File: config.mk
export PLATFORM = sky130hd
export DESIGN_NAME = axi_gpio_wr_slave
export DESIGN_NICKNAME = d
export VERILOG_FILES = /design/src/rtl/axi_gpio_pkg.sv /design/src/rtl/axi_strb_reg.sv /design/src/rtl/axi_gpio_wr_slave.sv
export SDC_FILE = /design/constraint.sdc
export NUM_CORES = 1
export LEC_CHECK = 0
export ABC_AREA = 1
export BUFFER_PORTS_ARGS = -buffer_cell sky130_fd_sc_hd__buf_2
export CAP_MARGIN = 20
export CELL_PAD_IN_SITES_DETAIL_PLACEMENT = 1
export CELL_PAD_IN_SITES_GLOBAL_PLACEMENT = 1
export CORE_AREA = 2 2 163 165
export DETAILED_ROUTE_END_ITERATION = 10
export DIE_AREA = 0 0 165 167
export GPL_ROUTABILITY_DRIVEN = 0
export PLACE_DENSITY = 0.77
export SLEW_MARGIN = 10
export SYNTH_ARGS = -nofsm -noshare
export SYNTH_HDL_FRONTEND = slang
export SYNTH_HIERARCHICAL = 1
export SYNTH_SLANG_ARGS = --single-unit
File: constraint.sdc
create_clock -name s00_axi_aclk -period 2.72 [get_ports s00_axi_aclk]
set_input_delay 0.816 -clock s00_axi_aclk [delete_from_list [all_inputs] [get_ports s00_axi_aclk]]
set_output_delay 0.816 -clock s00_axi_aclk [all_outputs]
set_load 0.1 [all_outputs]
File: src/rtl/axi_gpio_pkg.sv
// Shared types and constants for the AXI GPIO write slave: FSM encoding, register offsets, BRESP codes.
// No logic of its own; the address/offset decode helper is pure combinational.
package axi_gpio_pkg;

  typedef enum logic [2:0] {
    ST_IDLE      = 3'd0,
    ST_ADDR_ONLY = 3'd1,
    ST_DATA_ONLY = 3'd2,
    ST_DRAIN     = 3'd3,
    ST_RESP      = 3'd4
  } state_t;

  localparam logic [31:0] DEFAULT_BASE_ADDR = 32'hE000A000;

  localparam logic [11:0] OFF_GPIO_OUT  = 12'h040;
  localparam logic [11:0] OFF_GPIO_DIRM = 12'h204;
  localparam logic [11:0] OFF_GPIO_OEN  = 12'h208;

  localparam logic [1:0] RESP_OKAY   = 2'b00;
  localparam logic [1:0] RESP_SLVERR = 2'b10;

  // True when addr hits one of the three mapped, word-aligned registers inside the 4 KiB window.
  function automatic logic addr_hit(input logic [31:0] addr, input logic [19:0] base_page);
    logic off_ok;
    off_ok = (addr[11:0] == OFF_GPIO_OUT) || (addr[11:0] == OFF_GPIO_DIRM) ||
             (addr[11:0] == OFF_GPIO_OEN);
    return (addr[31:12] == base_page) && off_ok && (addr[1:0] == 2'b00);
  endfunction

endpackage

File: src/rtl/axi_strb_reg.sv
// One 32-bit register with per-byte write strobes and synchronous active-high reset.
// Write takes effect on the enabling edge; reset has priority over write.
module axi_strb_reg (
  input  logic        clk_i,
  input  logic        rst_i,
  input  logic        we_i,
  input  logic [3:0]  strb_i,
  input  logic [31:0] wdata_i,
  output logic [31:0] q_o
);

  logic [31:0] data_q;
  logic [31:0] data_d;

  always_comb begin
    data_d = data_q;
    for (int i = 0; i < 4; i++) begin
      if (we_i && strb_i[i]) data_d[8*i +: 8] = wdata_i[8*i +: 8];
    end
  end

  always_ff @(posedge clk_i) begin
    if (rst_i) data_q <= '0;
    else       data_q <= data_d;
  end

  assign q_o = data_q;

endmodule

File: src/rtl/axi_gpio_wr_slave.sv
// Single-outstanding AXI4 write slave for three GPIO registers; commits on the edge completing AW+W, bvalid the cycle after.
// Backpressure: AW/W stall (ready low) while a response waits for bready; only single-beat, mapped, aligned writes succeed.
module axi_gpio_wr_slave
  import axi_gpio_pkg::*;
#(
  parameter logic [31:0] BASE_ADDR = DEFAULT_BASE_ADDR
) (
  input  logic        s00_axi_aclk,
  input  logic        s00_axi_areset,
  input  logic [3:0]  s00_axi_awid,
  input  logic [31:0] s00_axi_awaddr,
  input  logic [7:0]  s00_axi_awlen,
  input  logic [2:0]  s00_axi_awsize,
  input  logic        s00_axi_awvalid,
  output logic        s00_axi_awready,
  input  logic [31:0] s00_axi_wdata,
  input  logic [3:0]  s00_axi_wstrb,
  input  logic        s00_axi_wlast,
  input  logic        s00_axi_wvalid,
  output logic        s00_axi_wready,
  output logic [3:0]  s00_axi_bid,
  output logic [1:0]  s00_axi_bresp,
  output logic        s00_axi_bvalid,
  input  logic        s00_axi_bready,
  output logic [31:0] gpio_dirm,
  output logic [31:0] gpio_oen,
  output logic [31:0] gpio_out,
  output logic [15:0] wr_count
);

  state_t      state_q;
  logic [3:0]  awid_q;
  logic [31:0] awaddr_q;
  logic [7:0]  awlen_q;
  logic [2:0]  awsize_q;
  logic [31:0] wdata_q;
  logic [3:0]  wstrb_q;
  logic        wlast_q;
  logic [3:0]  bid_q;
  logic [1:0]  bresp_q;
  logic        bvalid_q;
  logic [15:0] wr_count_q;
  logic [15:0] wr_count_d;

  logic        aw_hs;
  logic        w_hs;
  logic        complete;
  logic        txn_ok;
  logic        commit;
  logic [3:0]  sel_awid;
  logic [31:0] sel_awaddr;
  logic [7:0]  sel_awlen;
  logic [2:0]  sel_awsize;
  logic [31:0] sel_wdata;
  logic [3:0]  sel_wstrb;
  logic        sel_wlast;
  logic [1:0]  resp_code;

  assign s00_axi_awready = !s00_axi_areset &&
                           ((state_q == ST_IDLE) || (state_q == ST_DATA_ONLY));
  assign s00_axi_wready  = !s00_axi_areset &&
                           ((state_q == ST_IDLE) || (state_q == ST_ADDR_ONLY) ||
                            (state_q == ST_DRAIN));

  assign aw_hs = s00_axi_awvalid && s00_axi_awready;
  assign w_hs  = s00_axi_wvalid  && s00_axi_wready;

  // Merge whichever half of the transaction was latched earlier with the half arriving now.
  always_comb begin
    complete   = 1'b0;
    sel_awid   = awid_q;
    sel_awaddr = awaddr_q;
    sel_awlen  = awlen_q;
    sel_awsize = awsize_q;
    sel_wdata  = wdata_q;
    sel_wstrb  = wstrb_q;
    sel_wlast  = wlast_q;
    if (state_q == ST_IDLE || state_q == ST_DATA_ONLY) begin
      sel_awid   = s00_axi_awid;
      sel_awaddr = s00_axi_awaddr;
      sel_awlen  = s00_axi_awlen;
      sel_awsize = s00_axi_awsize;
    end
    if (state_q == ST_IDLE || state_q == ST_ADDR_ONLY) begin
      sel_wdata = s00_axi_wdata;
      sel_wstrb = s00_axi_wstrb;
      sel_wlast = s00_axi_wlast;
    end
    case (state_q)
      ST_IDLE:      complete = aw_hs && w_hs;
      ST_ADDR_ONLY: complete = w_hs;
      ST_DATA_ONLY: complete = aw_hs;
      default:      complete = 1'b0;
    endcase
  end

  assign txn_ok = addr_hit(sel_awaddr, BASE_ADDR[31:12]) && (sel_awlen == 8'd0) &&
                  (sel_awsize <= 3'b010) && sel_wlast;
  assign commit     = complete && txn_ok && !s00_axi_areset;
  assign resp_code  = txn_ok ? RESP_OKAY : RESP_SLVERR;
  assign wr_count_d = commit ? wr_count_q + 16'd1 : wr_count_q;

  always_ff @(posedge s00_axi_aclk) begin
    if (s00_axi_areset) begin
      state_q    <= ST_IDLE;
      awid_q     <= '0;
      awaddr_q   <= '0;
      awlen_q    <= '0;
      awsize_q   <= '0;
      wdata_q    <= '0;
      wstrb_q    <= '0;
      wlast_q    <= 1'b0;
      bid_q      <= '0;
      bresp_q    <= RESP_OKAY;
      bvalid_q   <= 1'b0;
      wr_count_q <= '0;
    end else begin
      wr_count_q <= wr_count_d;
      case (state_q)
        ST_IDLE: begin
          if (aw_hs && w_hs) begin
            bid_q   <= s00_axi_awid;
            bresp_q <= resp_code;
            if (s00_axi_wlast) begin
              state_q  <= ST_RESP;
              bvalid_q <= 1'b1;
            end else begin
              state_q <= ST_DRAIN;
            end
          end else if (aw_hs) begin
            awid_q   <= s00_axi_awid;
            awaddr_q <= s00_axi_awaddr;
            awlen_q  <= s00_axi_awlen;
            awsize_q <= s00_axi_awsize;
            state_q  <= ST_ADDR_ONLY;
          end else if (w_hs) begin
            wdata_q <= s00_axi_wdata;
            wstrb_q <= s00_axi_wstrb;
            wlast_q <= s00_axi_wlast;
            state_q <= ST_DATA_ONLY;
          end
        end
        ST_ADDR_ONLY: begin
          if (w_hs) begin
            bid_q   <= awid_q;
            bresp_q <= resp_code;
            if (s00_axi_wlast) begin
              state_q  <= ST_RESP;
              bvalid_q <= 1'b1;
            end else begin
              state_q <= ST_DRAIN;
            end
          end
        end
        ST_DATA_ONLY: begin
          if (aw_hs) begin
            bid_q   <= s00_axi_awid;
            bresp_q <= resp_code;
            if (wlast_q) begin
              state_q  <= ST_RESP;
              bvalid_q <= 1'b1;
            end else begin
              state_q <= ST_DRAIN;
            end
          end
        end
        ST_DRAIN: begin
          if (w_hs && s00_axi_wlast) begin
            state_q  <= ST_RESP;
            bvalid_q <= 1'b1;
          end
        end
        ST_RESP: begin
          if (s00_axi_bready) begin
            state_q  <= ST_IDLE;
            bvalid_q <= 1'b0;
          end
        end
        default: begin
          state_q  <= ST_IDLE;
          bvalid_q <= 1'b0;
        end
      endcase
    end
  end

  axi_strb_reg u_reg_out (
    .clk_i   (s00_axi_aclk),
    .rst_i   (s00_axi_areset),
    .we_i    (commit && (sel_awaddr[11:0] == OFF_GPIO_OUT)),
    .strb_i  (sel_wstrb),
    .wdata_i (sel_wdata),
    .q_o     (gpio_out)
  );

  axi_strb_reg u_reg_dirm (
    .clk_i   (s00_axi_aclk),
    .rst_i   (s00_axi_areset),
    .we_i    (commit && (sel_awaddr[11:0] == OFF_GPIO_DIRM)),
    .strb_i  (sel_wstrb),
    .wdata_i (sel_wdata),
    .q_o     (gpio_dirm)
  );

  axi_strb_reg u_reg_oen (
    .clk_i   (s00_axi_aclk),
    .rst_i   (s00_axi_areset),
    .we_i    (commit && (sel_awaddr[11:0] == OFF_GPIO_OEN)),
    .strb_i  (sel_wstrb),
    .wdata_i (sel_wdata),
    .q_o     (gpio_oen)
  );

  assign s00_axi_bid    = bid_q;
  assign s00_axi_bresp  = bresp_q;
  assign s00_axi_bvalid = bvalid_q;
  assign wr_count       = wr_count_q;

endmodule

Word-level counts from Yosys, hierarchy flattened
Cells that the tools add are included.
{"block": "word_totals", "register_bits": 206, "latchBits": 0, "ram_bits": 0, "rom_bits": 0, "in_bits": 89, "word_cells": 120, "memories": 0}
{"block": "classes", "add_sub_neg": 1, "n_mul": 0, "n_div": 0, "order_cmp": 1, "n_eq_ne": 15, "shifts": 0, "n_mux": 34, "bitwise": 2, "n_reduce_logical": 43}
{"cell": "2-to-1 mux 32 bit", "count": 2}
{"cell": "2-to-1 mux 3 bit", "count": 10}
{"cell": "logical AND 1 bit", "count": 28}
{"cell": "equality test 12 x 10 -> 1 bit (second input constant)", "count": 2}
{"cell": "equality test 20 bit (second input constant)", "count": 1}
{"cell": "adder 16 x 1 -> 16 bit (second input constant)", "count": 1}
{"cell": "2-to-1 mux 4 bit", "count": 4}
{"cell": "case mux 3 bit (5 select lines)", "count": 1}
{"cell": "equality test 12 x 7 -> 1 bit (second input constant)", "count": 1}
{"cell": "case mux 4 bit (3 select lines)", "count": 1}
{"cell": "logical NOT 8 bit", "count": 1}
{"cell": "2-to-1 mux 1 bit", "count": 8}
{"cell": "2-to-1 mux 2 bit", "count": 4}
{"cell": "2-to-1 mux 8 bit", "count": 1}
{"cell": "!= test 2 bit (second input constant)", "count": 4}
{"cell": "AND reduction 4 bit", "count": 2}
{"cell": "equality test 3 x 2 -> 1 bit (second input constant)", "count": 2}
{"cell": "case mux 2 bit (3 select lines)", "count": 1}
{"cell": "AND reduction 6 bit", "count": 1}
{"cell": "logical OR 1 bit", "count": 5}
{"cell": "case mux 1 bit (5 select lines)", "count": 1}
{"cell": "AND reduction 5 bit", "count": 1}
{"cell": "!= test 2 x 1 -> 1 bit (second input constant)", "count": 2}
{"cell": "!= test 4 x 3 -> 1 bit (second input constant)", "count": 1}
{"cell": "10 further kinds", "count": 11}

Longest topological paths before layout
{"block": "logic_depth", "ltp_word": 15, "depth_mapped": 16, "depth_no_buf": 14}

By module
Netlist, hierarchy kept.
{"module": "axi_gpio_wr_slave", "n_inst": 1, "cells_each": 862, "area_each_um2": 5450.2}
{"module": "axi_strb_reg", "n_inst": 3, "cells_each": 204, "area_each_um2": 1310.0}

Worst setup path after synthesis
OpenSTA, ideal clock, no wires.
{"block": "synth_timing", "path_kind": "input -> register", "from": "input s00_axi_areset", "to": "register u_reg_dirm.data_q[31], in the netlist u_reg_dirm/q_o[31]", "arrival_time_ps": 2999, "t_required_ps": 2607, "slack_ps": -392, "path_stages": 9, "cell_sequence": "a21oi_2 > nand2_2 > a22oi_4 > nand3_2 > nor2_1 > nand2_1 > buf_4 > nor2_1 > nor2_1"}
{"block": "synth_between", "elab_chain_len": 9, "elab_cells_between_ends": 11}
{"element": "from (decl)", "line": "axi_gpio_wr_slave.sv:9", "text": "input logic s00_axi_areset,"}
{"element": "logical NOT 1 bit", "line": "axi_gpio_wr_slave.sv:59, axi_gpio_wr_slave.sv:61, axi_gpio_wr_slave.sv:99"}
{"element": "logical AND 1 bit (on tied branches)", "line": "axi_gpio_wr_slave.sv:59, axi_gpio_wr_slave.sv:61"}
{"element": "logical AND 1 bit (on tied branches)", "line": "axi_gpio_wr_slave.sv:65, axi_gpio_wr_slave.sv:66"}
{"element": "logical AND 1 bit", "line": "axi_gpio_wr_slave.sv:90", "text": "ST_IDLE: complete = aw_hs && w_hs;"}
{"element": "case mux 1 bit (3 select lines)", "line": "axi_gpio_wr_slave.sv:89", "text": "case (state_q)"}
{"element": "logical AND 1 bit (2 in series)", "line": "axi_gpio_wr_slave.sv:99", "text": "assign commit = complete && txn_ok && !s00_axi_areset;"}
{"element": "logical AND 1 bit", "line": "axi_gpio_wr_slave.sv:199", "text": ".we_i (commit && (sel_awaddr[11:0] == OFF_GPIO_DIRM)),"}
{"element": "logical AND 1 bit", "line": "axi_strb_reg.sv:18", "text": "if (we_i && strb_i[i]) data_d[8*i +: 8] = wdata_i[8*i +: 8];"}
{"element": "to (signal assigned)", "line": "axi_strb_reg.sv:24", "text": "else data_q <= data_d;"}
{"element": "to (decl)", "line": "axi_strb_reg.sv:12", "text": "logic [31:0] data_q;"}
Several ways; a longest one is shown, not always the timed one.
A chain may end at the register's enable or synchronous reset.

Worst setup path after layout
{"block": "layout_timing", "from": "register state_q[2]", "to": "output s00_axi_wready"}
{"block": "layout_between", "elab_chain_len": 4, "elab_cells_between_ends": 6}
{"element": "from (decl)", "line": "axi_gpio_wr_slave.sv:31", "text": "state_t state_q;"}
{"element": "from (signal assigned)", "line": "axi_gpio_wr_slave.sv:105", "text": "state_q <= ST_IDLE;"}
{"element": "from (signal assigned)", "line": "axi_gpio_wr_slave.sv:125", "text": "state_q <= ST_RESP;"}
{"element": "from (signal assigned)", "line": "axi_gpio_wr_slave.sv:128", "text": "state_q <= ST_DRAIN;"}
{"element": "equality test 3 x 1 -> 1 bit or logical NOT 3 bit (tied branches)", "line": "axi_gpio_wr_slave.sv:62", "text": "((state_q == ST_IDLE) || (state_q == ST_ADDR_ONLY) ||"}
{"element": "logical OR 1 bit", "line": "axi_gpio_wr_slave.sv:62"}
{"element": "logical OR 1 bit (*)", "line": "axi_gpio_wr_slave.sv:62"}
{"element": "logical AND 1 bit (*)", "line": "axi_gpio_wr_slave.sv:61", "text": "assign s00_axi_wready = !s00_axi_areset &&"}
{"element": "to (decl)", "line": "axi_gpio_wr_slave.sv:20", "text": "output logic s00_axi_wready,"}
Every way passes the cells marked *; elsewhere a longest branch is shown, timed or not.

==> results.md <==
* Result of the run: finished clean
* Sink Count at 205
* CTS Hold Bufs at 0
* Final setup violation count at 0
* Commonest non-fill, non-tap cell in the layout: nor2_1
* Crit path DAT at 1.69 ns
* DRT iter0 DRCs at 502
* Core area at 0.0258 mm²
* Clk Tree Root Cell: clkbuf_16
* Area share of the largest cell type after synthesis at 43.8%
* M3 GR Usage at 3.24%
* Hold WC Path Type: register to register
* Clk Latency, worst-skew pair at 0.53 ns
* Sequential share of power at 38.2%
* Avg Cell Area, Syn at 6.36 µm²
* Worst-Margin Slew at 0.732 ns
* Clock power frac at 36.9%
* Final Cell Area at 0.0119 mm²
* RSZ-0062 raised after global routing: true
* Max VDD drop at 486 µV
* Critical-path maximum fanout at 5
* CP Buf/Inv Count at 2
* Startpoint types: register
* Resize count post-CTS at 0
* Register bit count reported by yosys at 205
* Fmax at 400 MHz
* CTS H-tree lvls at 1
* P&R area growth vs syn at 26.4%
* Total CTS buffers at 25
* Die Footprint at 0.0276 mm²
* Wirelength per Cell at 14.7 µm
* TritonCTS clock tree: done
* Setup Buffers After CTS at 0
* Worst path depth at 4
* Clock skew at 0.0218 ns
* CP Data Required Time at 1.90 ns
* Seq/Total Area, Yosys at 43.8%
* Int Pwr at 5.89 mW
* NetSw at 3.08 mW
* Syn_nets at 1564
* Nets at 1776
* Vias at 9615
* GRT met1 Usage at 28.4%
* Dpl cell area at 0.0110 mm²
* Max Cap Viol at 0
* Most frequent cells in the layout: nor2_1 (416), nand2_1 (414), buf_2 (206)
* Grt peak-use layer: met2
* Grt ovf at 0
* Max-slew violation count at 0
* Leakage at 6.38 nW
* DRC at 0
* Crit-path cells: inv_2 > nand2_1 > a21oi_4 > buf_12
* Switching Fraction at 34.3%
* Crit path kind: register to output port
* Post-synthesis cell area at 0.00938 mm²
* Pin count of the biggest net entering global routing at 62
* CTS clk-pin slew, worst paths at 0.06 ns
* HPWL after DPL at 21200 µm
* Largest cells by area after synthesis: dfxtp_1 (44%), nor2_1 (17%), nand2_1 (17%)
* Yosys warning total at 6
* All-Layer GR Usage at 21.5%
* Final WL at 29900 µm
* Port bufs at 208
* Rel. slew slack at 51.1%
* Row cnt at 59
* Post-route ant nets at 0
* Post-synth EDFFs at 0
* Starting density of the core at 36.4%
* Initial antenna violation count at 3
* Combinational share of power at 24.9%
* First-pass detailed-route iteration total at 5
* Period utilisation layout at 92.0%
* Final hold violations at 0
* Family with the most delay on the worst path: buffers and inverters
* First-pass GRT wire length at 48200 µm
* Slowest cell on crit path: dfxtp_1
* Crit end category: output port
* WHS at 0.454 ns
* Top_reg_cell synth: dfxtp_1
* Clock buffer depth at 3
* R2R depth at 15
* Cells after Synth at 1474
* Area leader, netlist: dfxtp_1
* Max stage delay on crit path at 0.37 ns
* Share of cells above drive strength 1 at 18.3%
* Via-to-Cell Ratio at 4.71
* Final worst path period need at 2.50 ns
* # IOs at 210
* Die Ht at 167 µm
* Unique masters post-synth at 32
* Die W at 165 µm
* Fillers at 3457
* Asr flop ratio synth at 0%
* Vias in the first global route at 9634
* Hold Path Cell Cnt at 2
* PD cells at 756 mW/mm²
* Routing usage on met2 at 36.8%
[stage by stage]
stage	util, %	std cells	setup WS [ns]	setup TNS (ns)	power, mW
floorplan	-	1474	-0.0215	-1.98	5.02
global placement	42.7	1993	-0.0973	-4.45	5.65
detailed placement	42.8	1994	-0.157	-7.70	5.71
CTS	45.9	2039	0.0902	0	9.05
global route	46.0	2040	-0.00685	-0.0149	9.46
finish	46.0	2041	0.218	0	8.97
[cell type report]
type,count,area [µm²],share of cell area [%]
multi-input cells,1038,4330,36.6
flip-flops and latches,205,4100,34.6
repair buffers,246,1550,13.1
clock buffers,40,722,6.09
inverters,170,638,5.38
well taps,335,419,3.54
clock inverters,5,82.6,0.696
diodes,2,5.00,0.0422
[state kept, by name (all words and copies together) (netlist names)]
| register | cells |
|---|---|
| u_reg_out/q_o | 32 |
| awlen_q | 8 |
| wlast_q | 1 |
| awsize_q | 3 |
| state_q | 3 |
| s00_axi_bvalid | 1 |
| s00_axi_bid | 4 |
| s00_axi_bresp | 1 |
| wstrb_q | 4 |
| wdata_q | 32 |
| awid_q | 4 |
| wr_count | 16 |
| u_reg_oen/q_o | 32 |
| u_reg_dirm/q_o | 32 |
| awaddr_q | 32 |
[synthesized netlist by cell type, types with 3 or more instances]
cell and n:
dfxtp_1 205, inv_2 6, nand3_2 11, buf_6 3, inv_1 163, o21ai_1 8
clkbuf_1 23, nor2_1 419, a31oi_1 5, nand3_1 25, buf_2 14, nand4_1 6
o21ai_0 96, nor3_1 4, o211ai_1 3, a21oi_1 24, clkbuf_4 6, buf_4 14
nand3b_1 7, nor2_2 3, nand2_1 415
[path summary, 6_finish.rpt]
kind,start,to,slack (ns)
worst min-delay path,awaddr_q[2]$_SDFFE_PP0P_,awaddr_q[2]$_SDFFE_PP0P_,0.45
worst max-delay path,state_q[2]$_SDFFE_PP0P_,s00_axi_wready,0.22
worst min register to register,awaddr_q[2]$_SDFFE_PP0P_,awaddr_q[2]$_SDFFE_PP0P_,0.45
worst max register to register,state_q[2]$_SDFFE_PP0P_,u_reg_oen/q_o[16]$_SDFFE_PP0P_,0.30
[metal layers]
metal | wire length, µm | vias to the layer above
li1 | - | 4876
met1 | 13900 | 4516
met2 | 14200 | 174
met3 | 1310 | 47
met4 | 443 | 2
met5 | 13 | -
[worst reg2reg max path, delay by kind of cell, from the launching register on]
kind | cells | cell delay [ns]
flops | 1 | 0.44
buf+inv | 3 | 0.35
simple gates | 12 | 1.56
[power by group through the flow]
| stage | sequential, mW | clock (mW) | combinational (mW) |
|---|---|---|---|
| 2_1_floorplan | 3.62 | 0 | 1.40 |
| 3_3_place_gp | 3.47 | 0 | 2.17 |
| 3_5_place_dp | 3.49 | 0 | 2.22 |
| 4_1_cts | 3.43 | 3.39 | 2.23 |
| 5_1_grt | 3.46 | 3.51 | 2.49 |
| 6_report | 3.43 | 3.31 | 2.23 |
[logic make-up (layout without fill, tap and decap cells)]
kind of cell	after synthesis	after routing	share of synthesized area (%)
buffers and inverters	231	461	10.5
AND/OR/NAND/NOR	897	897	37.8
adder cells (fa/ha/maj)	1	1	0.133
AO/OA/AOI/OAI	139	139	7.82
other	1	3	0.0400
flip-flops	205	205	43.8
Power figures use the tool's default switching activity.
